**src/rtl/conv_encoder_frame.sv**
```systemverilog
// conv_encoder_frame: rate-1/2 feed-forward convolutional encoder with a frame interface.
// Accepts a DATA_W-bit word over valid/ready and serialises it LSB first. For every
// accepted bit it emits one 2-bit symbol: bit1 = parity(G0 & v), bit0 = parity(G1 & v),
// where v = {u, state}.
//
// Build option ZERO_TAIL_EN:
//   - Defined: K-1 zero tail symbols follow the data, which returns the state to 0.
//   - Undefined: frames are DATA_W symbols long, and the state carries across frames.
//
// Ports:
//   clk, rst     - rising-edge clock; synchronous active-high reset
//   i_data       - frame word; bit 0 is encoded first
//   i_valid      - i_data is valid
//   o_ready      - encoder can accept a frame (registered)
//   o_sym        - coded symbol (registered)
//   o_sym_valid  - o_sym is valid (registered)
//   i_sym_ready  - downstream accepts o_sym this cycle
//   o_done       - current symbol is the last symbol of the frame (registered)
//   o_state      - encoder shift-register state
module conv_encoder_frame #(
    parameter int unsigned  DATA_W = 20,
    parameter int unsigned  K      = 3,
    parameter logic [K-1:0] G0     = 3'b111,
    parameter logic [K-1:0] G1     = 3'b101
) (
    input  logic              clk,
    input  logic              rst,
    input  logic [DATA_W-1:0] i_data,
    input  logic              i_valid,
    output logic              o_ready,
    output logic [1:0]        o_sym,
    output logic              o_sym_valid,
    input  logic              i_sym_ready,
    output logic              o_done,
    output logic [K-2:0]      o_state
);

    localparam int unsigned SW = K - 1;
`ifdef ZERO_TAIL_EN
    localparam int unsigned TAIL_LEN = K - 1;
`else
    localparam int unsigned TAIL_LEN = 0;
`endif
    localparam int unsigned FRAME_LEN = DATA_W + TAIL_LEN;
    localparam int unsigned CW        = $clog2(DATA_W + K);

`ifdef ZERO_TAIL_EN
    typedef enum logic [1:0] {IDLE = 2'd0, ENC = 2'd1, TAIL = 2'd2} fsm_t;
`else
    typedef enum logic [1:0] {IDLE = 2'd0, ENC = 2'd1} fsm_t;
`endif

    // Symbol for input bit u entering state s.
    function automatic logic [1:0] encode(input logic u, input logic [SW-1:0] s);
        logic [K-1:0] v;
        v = {u, s};
        return {^(G0 & v), ^(G1 & v)};
    endfunction

    fsm_t              fsm;
    logic [DATA_W-1:0] data_sr;
    logic [CW-1:0]     cnt;

    logic              u_cur;
    logic              u_nxt;
    logic [SW-1:0]     s_adv;
    logic [DATA_W-1:0] sr_adv;
    logic [CW-1:0]     cnt_adv;
    logic              tail_next;
    logic              last_xfer;
    logic              done_next;

    // Values after the currently presented symbol is accepted. The symbol for the
    // next bit is precomputed here so that o_sym can be a plain register.
    always_comb begin
        u_cur     = (fsm == ENC) ? data_sr[0] : 1'b0;
        s_adv     = SW'({u_cur, o_state} >> 1);
        sr_adv    = data_sr >> 1;
        cnt_adv   = cnt + CW'(1);
        tail_next = (cnt_adv >= CW'(DATA_W));
        u_nxt     = tail_next ? 1'b0 : sr_adv[0];
        last_xfer = (cnt_adv == CW'(FRAME_LEN));
        done_next = (cnt_adv == CW'(FRAME_LEN - 1));
    end

    // Frame FSM. Symbol outputs only move on an accepted transfer, so they are stable under stall.
    always_ff @(posedge clk) begin
        if (rst) begin
            fsm         <= IDLE;
            data_sr     <= '0;
            cnt         <= '0;
            o_state     <= '0;
            o_sym       <= '0;
            o_sym_valid <= 1'b0;
            o_done      <= 1'b0;
            o_ready     <= 1'b0;
        end else begin
            case (fsm)
                IDLE: begin
                    o_ready     <= 1'b1;
                    o_sym_valid <= 1'b0;
                    o_done      <= 1'b0;
                    if (i_valid && o_ready) begin
                        data_sr     <= i_data;
                        cnt         <= '0;
                        fsm         <= ENC;
                        o_ready     <= 1'b0;
                        o_sym_valid <= 1'b1;
                        o_sym       <= encode(i_data[0], o_state);
                        o_done      <= (FRAME_LEN == 1);
                    end
                end
`ifdef ZERO_TAIL_EN
                ENC, TAIL: begin
`else
                ENC: begin
`endif
                    if (i_sym_ready) begin
                        o_state <= s_adv;
                        data_sr <= sr_adv;
                        cnt     <= cnt_adv;
                        if (last_xfer) begin
                            fsm         <= IDLE;
                            o_ready     <= 1'b1;
                            o_sym_valid <= 1'b0;
                            o_sym       <= '0;
                            o_done      <= 1'b0;
                        end else begin
                            o_sym  <= encode(u_nxt, s_adv);
                            o_done <= done_next;
`ifdef ZERO_TAIL_EN
                            if (tail_next) begin
                                fsm <= TAIL;
                            end
`endif
                        end
                    end
                end
                default: fsm <= IDLE;
            endcase
        end
    end

endmodule
```
**config.mk**
```make
export PLATFORM = sky130hd
export DESIGN_NAME = conv_encoder_frame
export DESIGN_NICKNAME = d
export VERILOG_FILES = /design/src/rtl/conv_encoder_frame.sv
export SDC_FILE = /design/constraint.sdc
export NUM_CORES = 1
export LEC_CHECK = 0
export ABC_AREA = 0
export BUFFER_PORTS_ARGS = -buffer_cell sky130_fd_sc_hd__buf_2
export CORE_MARGIN = 2
export CORE_UTILIZATION = 35
export DETAILED_ROUTE_END_ITERATION = 8
export SETUP_SLACK_MARGIN = 0.3
export SLEW_MARGIN = 25
export SYNTH_ARGS = -nofsm -noshare
export SYNTH_HDL_FRONTEND = slang
export SYNTH_SLANG_ARGS = --single-unit
```
**constraint.sdc**
```tcl
create_clock -name clk -period 2.1 [get_ports clk]
set_input_delay 0 -clock clk [delete_from_list [all_inputs] [get_ports clk]]
set_output_delay 0 -clock clk [all_outputs]
set_load 0.01 [all_outputs]
```
==> impl_summary.log, run 1 <==
[metrics] via count normalized by instance count: 4.773
[metrics] setup repair after global routing missed its margin: no
[metrics] worst setup slack after placement: 0.4034 ns
[metrics] type of element capturing the critical path: register
[metrics] detail-routed net length per standard cell: 12.04 um
[metrics] most common cell in the synthesized netlist: dfxtp_1
[metrics] CTS H-tree depth: 2
[metrics] Final GP Congestion: 0.7900
[metrics] effective utilization at floorplan: 36.40%
[metrics] initial antenna violation count: 0
[metrics] GRT Total Usage: 13.43%
[metrics] via count of the first global-routing pass: 1,271
[metrics] Cell Pwr Density: 778.6 nW/um2
[metrics] Placeable Area: 4723 um2
[metrics] drt total wl: 3336 um
[metrics] pins over their slew limit: 0
[metrics] total via count after detailed routing: 1,322
[metrics] unique cell type count in the Yosys netlist: 38
[metrics] Bufs on Longest Clock Path: 2
[metrics] Hold Path Class: primary input to register
[metrics] Worst Path Arrival: 1.85 ns
[metrics] maximum clock skew at final layout: 0.005690 ns
[metrics] # clock sinks: 33
[metrics] die footprint: 5489 um2
[metrics] number of detailed-route iterations in the first pass: 4
[metrics] cell breakdown of the critical path: ha_2 -> and2_1 -> o21ai_0 -> a31oi_4 -> xnor3_1 -> o22ai_1
[metrics] Net Sw Frac: 30.64%
[metrics] slew at the pin closest to its max-slew limit: 0.4654 ns
[metrics] cell accounting for the most synthesized area: dfxtp_1
[metrics] mapped cell area: 1719 um2
[metrics] Clock Latency Late Sink: 0.28 ns
[metrics] maximum frequency from static timing analysis: 0.6111 GHz
[metrics] Antenna Nets Post-Route: 0
[metrics] number of cells produced by synthesis: 178
[metrics] horizontal die dimension: 74.09 um
[metrics] number of buffer and inverter stages on the critical path: 0
[metrics] Startpoint Class: register
[metrics] fraction of registers with async set/reset: 0%
[metrics] area added between synthesis and finish: 17.76%
[metrics] peak fanout along the critical path: 8
[metrics] Fillers: 478
[metrics] Max VDD drop: 0.2635 mV
[metrics] number of register bits inferred by synthesis: 33
[metrics] Leak: 0.7587 nW
[metrics] pin count of the biggest net entering global routing: 44
[metrics] cell row count: 25
[metrics] EDFF count, synth: 0
[metrics] worst max-slew margin expressed relative to the limit: 68.97%
[metrics] Tmin final: 1.636 ns
[metrics] largest delay contributor family on the critical path: compound AO/OA/AOI/OAI gates
[metrics] DPL Wire Length: 2304 um
[metrics] Required @ worst endpoint: 2.31 ns
[metrics] sequential cell area fraction in the yosys report: 38.43%
[metrics] register-to-register setup slack: 0.46 ns
[metrics] I/O pin total: 31
[metrics] Final TNS setup: 0 ns
[metrics] total count of hold-check failures in the final report: 0
[metrics] min setup slack post-route: 0.4636 ns
[metrics] max-capacitance violation count: 0
[metrics] buffer count from post-CTS setup fixing: 0
[metrics] cell at the root of the clock tree: clkbuf_8
[metrics] Seq pwr share: 46.3%
[metrics] share of power burned in the clock network: 29.4%
[metrics] status: completed
[metrics] Num CTS Buffers: 5
[metrics] Worst Setup Path Type: register to register
[metrics] share of the synthesized area in the top cell type: 38.43%
[metrics] Clock transition at path regs: 0.07 ns
[metrics] crit-path max cell delay: 0.44 ns
[metrics] die span in y: 74.09 um
[metrics] Yosys warning total: 0
[metrics] initial DRC count: 46
[metrics] cell with the largest stage delay on the worst path: dfxtp_1
[metrics] count of input and output buffers: 30
[metrics] final number of setup-violating endpoints: 0
[metrics] largest cells by area after synthesis: dfxtp_1 (38%), a211oi_2 (14%), mux2i_1 (11%)
[metrics] first-pass GRT wire length: 5589 um
[metrics] Mapped Avg Cell Area: 9.658 um2
[metrics] Post-Syn Nets: 204
[metrics] Period Utilization, post-route: 77.93%
[metrics] internal power: 0.001093 W
[metrics] fraction of final layout cells with drive strength greater than 1: 32.38%
[metrics] cell types with the highest counts after synthesis: dfxtp_1 (33), nor2_1 (30), a211oi_2 (19), mux2i_1 (19), a21oi_1 (11)
[metrics] number of antenna cells inserted: 0
[metrics] layout net count: 235
[metrics] Overflow after GRT: 0
[metrics] remaining design rule violation count: 0
[metrics] net load switching power: 0.0004829 W
[metrics] combinational power share: 24.2%
[metrics] TritonCTS clock tree: built
[metrics] Overall Power: 0.001576 W
[metrics] main flop type after synthesis: dfxtp_1
[metrics by stage]
stage	utilization, %	hold WS [ns]	area, um2	cells
6_report	42.86	0.07137	2024	277
4_1_cts	42.81	0.06893	2022	277
3_3_place_gp	40.56	0.2670	1916	267
5_1_grt	42.86	0.08053	2024	277
3_5_place_dp	40.56	0.2761	1916	267
2_1_floorplan	-	0.1608	1719	178
[layer usage]
metal / track usage (%) / up-vias / part of all wire, %
li1: - / 694 / -
met1: 16.36 / 597 / 49
met2: 21.53 / 23 / 45
met3: 3.659 / 8 / 3.5
met4: 7.273 / 0 / 2.2
met5: 0 / - / 0
[timing repair]
action,4_1_cts,5_1_grt
endpoints found under the hold margin,5,0
hold buffers,2,0
resized for setup,0,2
setup endpoints to repair,0,2
[layout make-up]
class	instances	area (um2)	area share, %
sequential	33	660.6	32.63
timing repair buffer	38	227.7	11.25
inverter	3	11.26	0.5562
multi-input combinational	128	954.7	47.16
clock buffer	5	68.82	3.399
clock inverter	3	17.52	0.8653
tap	67	83.83	4.141
[logic make-up after synthesis]
family,count (synthesis),synth area share [%]
adders and majority gates,2,1.455
xor gates and xnor gates,4,2.839
buffers and inverters,17,6.186
muxes,19,11.06
and+or+nand+nor,58,16.01
AOI/OAI and AO/OA,45,24.02
DFF,33,38.43
[cell usage in the layout, fill, tap and decap left out, types with 2 or more instances in the layout]
master,instances
a211oi_2,19
nor3_1,2
a21o_1,2
o21ai_0,3
inv_1,3
buf_4,5
a22oi_1,2
clkinv_2,2
buf_2,30
mux2i_1,19
nand3_1,6
xnor2_1,3
nor2_1,30
a21oi_1,11
dfxtp_1,33
and2_1,2
nand2_1,8
dlygate4sd3_1,2
clkbuf_8,5
[registers in the layout, indices dropped and copies added (netlist names)]
| register | count |
|---|---|
| cnt | 5 |
| data_sr | 20 |
| fsm | 1 |
| o_done | 1 |
| o_ready | 1 |
| o_state | 2 |
| o_sym | 2 |
| o_sym_valid | 1 |
[power by group through the flow]
stage	Sequential (W)	Clock, W	Combinational [W]
2_1_floorplan	0.000740	0	0.000314
3_3_place_gp	0.000744	0	0.000376
3_5_place_dp	0.000745	0	0.000381
4_1_cts	0.000731	0.000485	0.000387
5_1_grt	0.000739	0.000508	0.000426
6_report	0.000730	0.000464	0.000382
[worst min-delay path: cells and delay by family]
| family | cells | cell delay (ns) |
|---|---|---|
| and+or+nand+nor | 1 | 0.09 |
| AOI/OAI and AO/OA | 1 | 0.05 |
| buffers and inverters | 1 | 0.16 |
[path summary, 6_finish.rpt]
check              start          to  cells past startpoint
max               cnt[0]    o_sym[1]                      6
min          i_sym_ready  o_state[0]                      3
max reg2reg       cnt[0]    o_sym[1]                      6
min reg2reg      o_ready     o_ready                      2
(Power assumes the default switching activity.)
==> run 2, diff against run 1 <==
==> constraint.sdc (replaced) <==
create_clock -name clk -period 1.4 [get_ports clk]
set_input_delay 0 -clock clk [delete_from_list [all_inputs] [get_ports clk]]
set_output_delay 0 -clock clk [all_outputs]
set_load 0.01 [all_outputs]
==> run 2 against run 1 <==
Net effect:
- global-route usage grew 2.0 points
- register-to-register slack lost 0.44 ns
- worst hold slack lost 0.016 ns
- cell count grew 9.7%
- combinational power grew to 2.8 times the previous value
- critical path depth shrank 1
- clock skew is essentially flat
- first-iteration DRC count grew 39%
- worst setup slack lost 0.44 ns
- largest cell class unchanged
==> impl_summary.log, run 2 (synthesis gave the netlist of run 1 again) <==
[metrics] crit-path max cell delay: 0.33 ns (was 0.44 ns)
[metrics] register-to-register setup slack: 0.02 ns (was 0.46 ns)
[metrics] CTS H-tree depth: 2 (unchanged)
[metrics] TritonCTS clock tree: built (unchanged)
[metrics] Final TNS setup: 0 ns (unchanged)
[metrics] end of the worst register-to-register path: o_sym[1] (unchanged)
[metrics] number of flip-flops in the largest register: 20 (unchanged)
[metrics] Clock Latency Late Sink: 0.29 ns (was 0.28 ns)
[metrics] cell breakdown of the critical path: ha_4 -> or3_4 -> a31oi_4 -> xnor3_1 -> o22ai_1 (was ha_2 -> and2_1 -> o21ai_0 -> a31oi_4 -> xnor3_1 -> o22ai_1)
[metrics] slew at the pin closest to its max-slew limit: 0.2941 ns (was 0.4654 ns)
[metrics] pin count of the biggest net entering global routing: 25 (was 44)
[metrics] die span in y: 74.09 um (unchanged)
[metrics] path depth of the worst reg2reg path: 5 (was 6)
[metrics] Final GP Congestion: 0.8984 (was 0.7900)
[metrics] via count of the first global-routing pass: 1,371 (was 1,271)
[metrics] Overflow after GRT: 0 (unchanged)
[metrics] first-pass GRT wire length: 6417 um (was 5589 um)
[metrics] Clock transition at path regs: 0.07 ns (about the same)
[metrics] total count of hold-check failures in the final report: 0 (unchanged)
[metrics] CP endpoint: o_sym[1] (unchanged)
[metrics] most frequent standard cell in the layout excluding fill and tap cells: buf_2 (was dfxtp_1)
[metrics] largest delay contributor family on the critical path: flip-flops (was compound AO/OA/AOI/OAI gates)
[metrics] most flop-heavy register: data_sr (unchanged)
[metrics] I/O pin total: 31 (unchanged)
[metrics] min setup slack post-route: 0.01922 ns (was 0.4636 ns)
[metrics] drt total wl: 4278 um (was 3336 um)
[metrics] final number of setup-violating endpoints: 0 (unchanged)
[metrics] Tmin final: 1.381 ns (was 1.636 ns)
[metrics] count of input and output buffers: 30 (unchanged)
[metrics] beginning of the critical path: cnt[1] (was cnt[0])
[metrics] max-capacitance violation count: 0 (unchanged)
[metrics] horizontal die dimension: 74.09 um (unchanged)
[metrics] Antenna Nets Post-Route: 0 (unchanged)
[metrics] Required @ worst endpoint: 1.62 ns (was 2.31 ns)
[metrics] via count normalized by instance count: 4.980 (was 4.773)
[metrics] type of element capturing the critical path: register (unchanged)
[metrics] maximum frequency from static timing analysis: 0.7242 GHz (was 0.6111 GHz)
[metrics] cell with the largest stage delay on the worst path: dfxtp_2 (was dfxtp_1)
[metrics] initial DRC count: 64 (was 46)
[metrics] Bufs on Longest Clock Path: 2 (unchanged)
[metrics] Overall Power: 0.002904 W (was 0.001576 W)
[metrics] fraction of final layout cells with drive strength greater than 1: 55.70% (was 32.38%)
[metrics] die footprint: 5489 um2 (unchanged)
[metrics] effective utilization at floorplan: 36.40% (unchanged)
[metrics] critical path depth in cells: 5 (was 6)
[metrics] peak fanout along the critical path: 4 (was 8)
[metrics] Worst Path Arrival: 1.60 ns (was 1.85 ns)
[metrics] reg-to-reg critical path startpoint: cnt[1] (was cnt[0])
[metrics] Placeable Area: 4723 um2 (unchanged)
[metrics] final std cell area, no fill: 2648 um2 (was 2024 um2)
[metrics] cell row count: 25 (unchanged)
[metrics] Cell Area, Placed: 2163 um2 (was 1916 um2)
[metrics] Hold Path Class: primary input to register (unchanged)
[metrics] status: completed (unchanged)
[metrics] Startpoint Class: register (unchanged)
[metrics] initial antenna violation count: 0 (unchanged)
[metrics] cell at the root of the clock tree: clkbuf_8 (unchanged)
[metrics] detail-routed net length per standard cell: 14.07 um (was 12.04 um)
[metrics] Num CTS Buffers: 5 (unchanged)
[metrics] worst setup slack after placement: 0.01263 ns (was 0.4034 ns)
[metrics] Max VDD drop: 0.5552 mV (was 0.2635 mV)
[metrics] hold path depth: 2 (was 3)
[metrics] setup repair after global routing missed its margin: yes (was no)
[metrics] registers with the highest flip-flop counts: data_sr x20, cnt x5 (unchanged)
[metrics] Worst Setup Path Type: register to register (unchanged)
[metrics] # clock sinks: 33 (unchanged)
[metrics] leading cell types in the layout, fill and taps excluded: buf_2 (30), dfxtp_1 (29), nor2_4 (20), mux2i_1 (19), a211oi_2 (19) (was dfxtp_1 (33), nor2_1 (30), buf_2 (30), mux2i_1 (19), a211oi_2 (19))
[metrics] number of buffer and inverter stages on the critical path: 0 (unchanged)
[metrics] area added between synthesis and finish: 54.00% (was 17.76%)
[metrics] number of antenna cells inserted: 0 (unchanged)
[metrics] layout net count: 262 (was 235)
[metrics] Period Utilization, post-route: 98.63% (was 77.93%)
[metrics] Leak: 1.013 nW (was 0.7587 nW)
[metrics] Cell Pwr Density: 1097 nW/um2 (was 778.6 nW/um2)
[metrics] remaining design rule violation count: 0 (unchanged)
[metrics] worst max-slew margin expressed relative to the limit: 80.40% (was 68.97%)
[metrics] number of detailed-route iterations in the first pass: 4 (unchanged)
[metrics] tightest hold margin: 0.05536 ns (was 0.07137 ns)
[metrics] maximum clock skew at final layout: 0.005299 ns (was 0.005690 ns)
[metrics] DPL Wire Length: 2485 um (was 2304 um)
[metrics] pins over their slew limit: 0 (unchanged)
[metrics] total via count after detailed routing: 1,514 (was 1,322)
[metrics] GRT Total Usage: 15.46% (was 13.43%)
run 2: changes by cell type in the layout (fill, tap and decap cells not counted), sizes merged:
cell,before,now
buf,36,61
a21o,2,3
clkbuf,5,7
dlygate4sd3,2,1
run 2: final cells by class:
class	count	area [um2]
flip-flops and latches	33	665.6
well taps	67	83.83
fillers	405	2076
clock buffers	5	68.82
repair buffers	64	615.6
clock inverters	3	17.52
inverters	3	11.26
multi-input cells	129	1185
run 2: timing repair:
item,in CTS,in global routing
endpoints found under the setup margin,31,31
cloned,3,4
buffers inserted,10,5
endpoints found under the hold margin,1,0
resized for setup,15,14
pin swaps,11,21
hold buffers,1,0
run 2: layer usage:
metal,GRT usage (%),part of all wire (%),vias to the layer above
li1,-,-,761
met1,19.88,47,725
met2,25.40,49,26
met3,4.878,3.2,2
met4,3.636,0.19,0
met5,0,0,-
run 2: per-stage QoR:
| stage | std cells | utilization [%] |
|---|---|---|
| finish | 304 | 56.05 |
| global route | 304 | 56.05 |
| CTS | 295 | 52.40 |
| detailed placement | 273 | 45.80 |
| global placement | 273 | 45.80 |
| floorplan | 178 | - |
run 2: how the worst min path moves through the flow:
stage               start          end
6_report              rst       cnt[4]
5_1_grt               rst      o_ready
4_1_cts               rst       cnt[4]
3_5_place_dp   i_data[19]  data_sr[19]
3_3_place_gp   i_data[19]  data_sr[19]
2_1_floorplan  i_data[19]  data_sr[19]
run 2: power breakdown:
group | switching (W) | internal [W] | leakage, nW
Combinational | 0.000471 | 0.000594 | 0.697
Clock | 0.000359 | 0.000343 | 0.0439
Sequential | 0.0000970 | 0.00104 | 0.272
run 2: worst register-to-register path, cell delays in order (launching register included):
cell and delay (ns):
dfxtp_2 0.33, ha_4 0.16, or3_4 0.33, a31oi_4 0.16, xnor3_1 0.23, o22ai_1 0.10
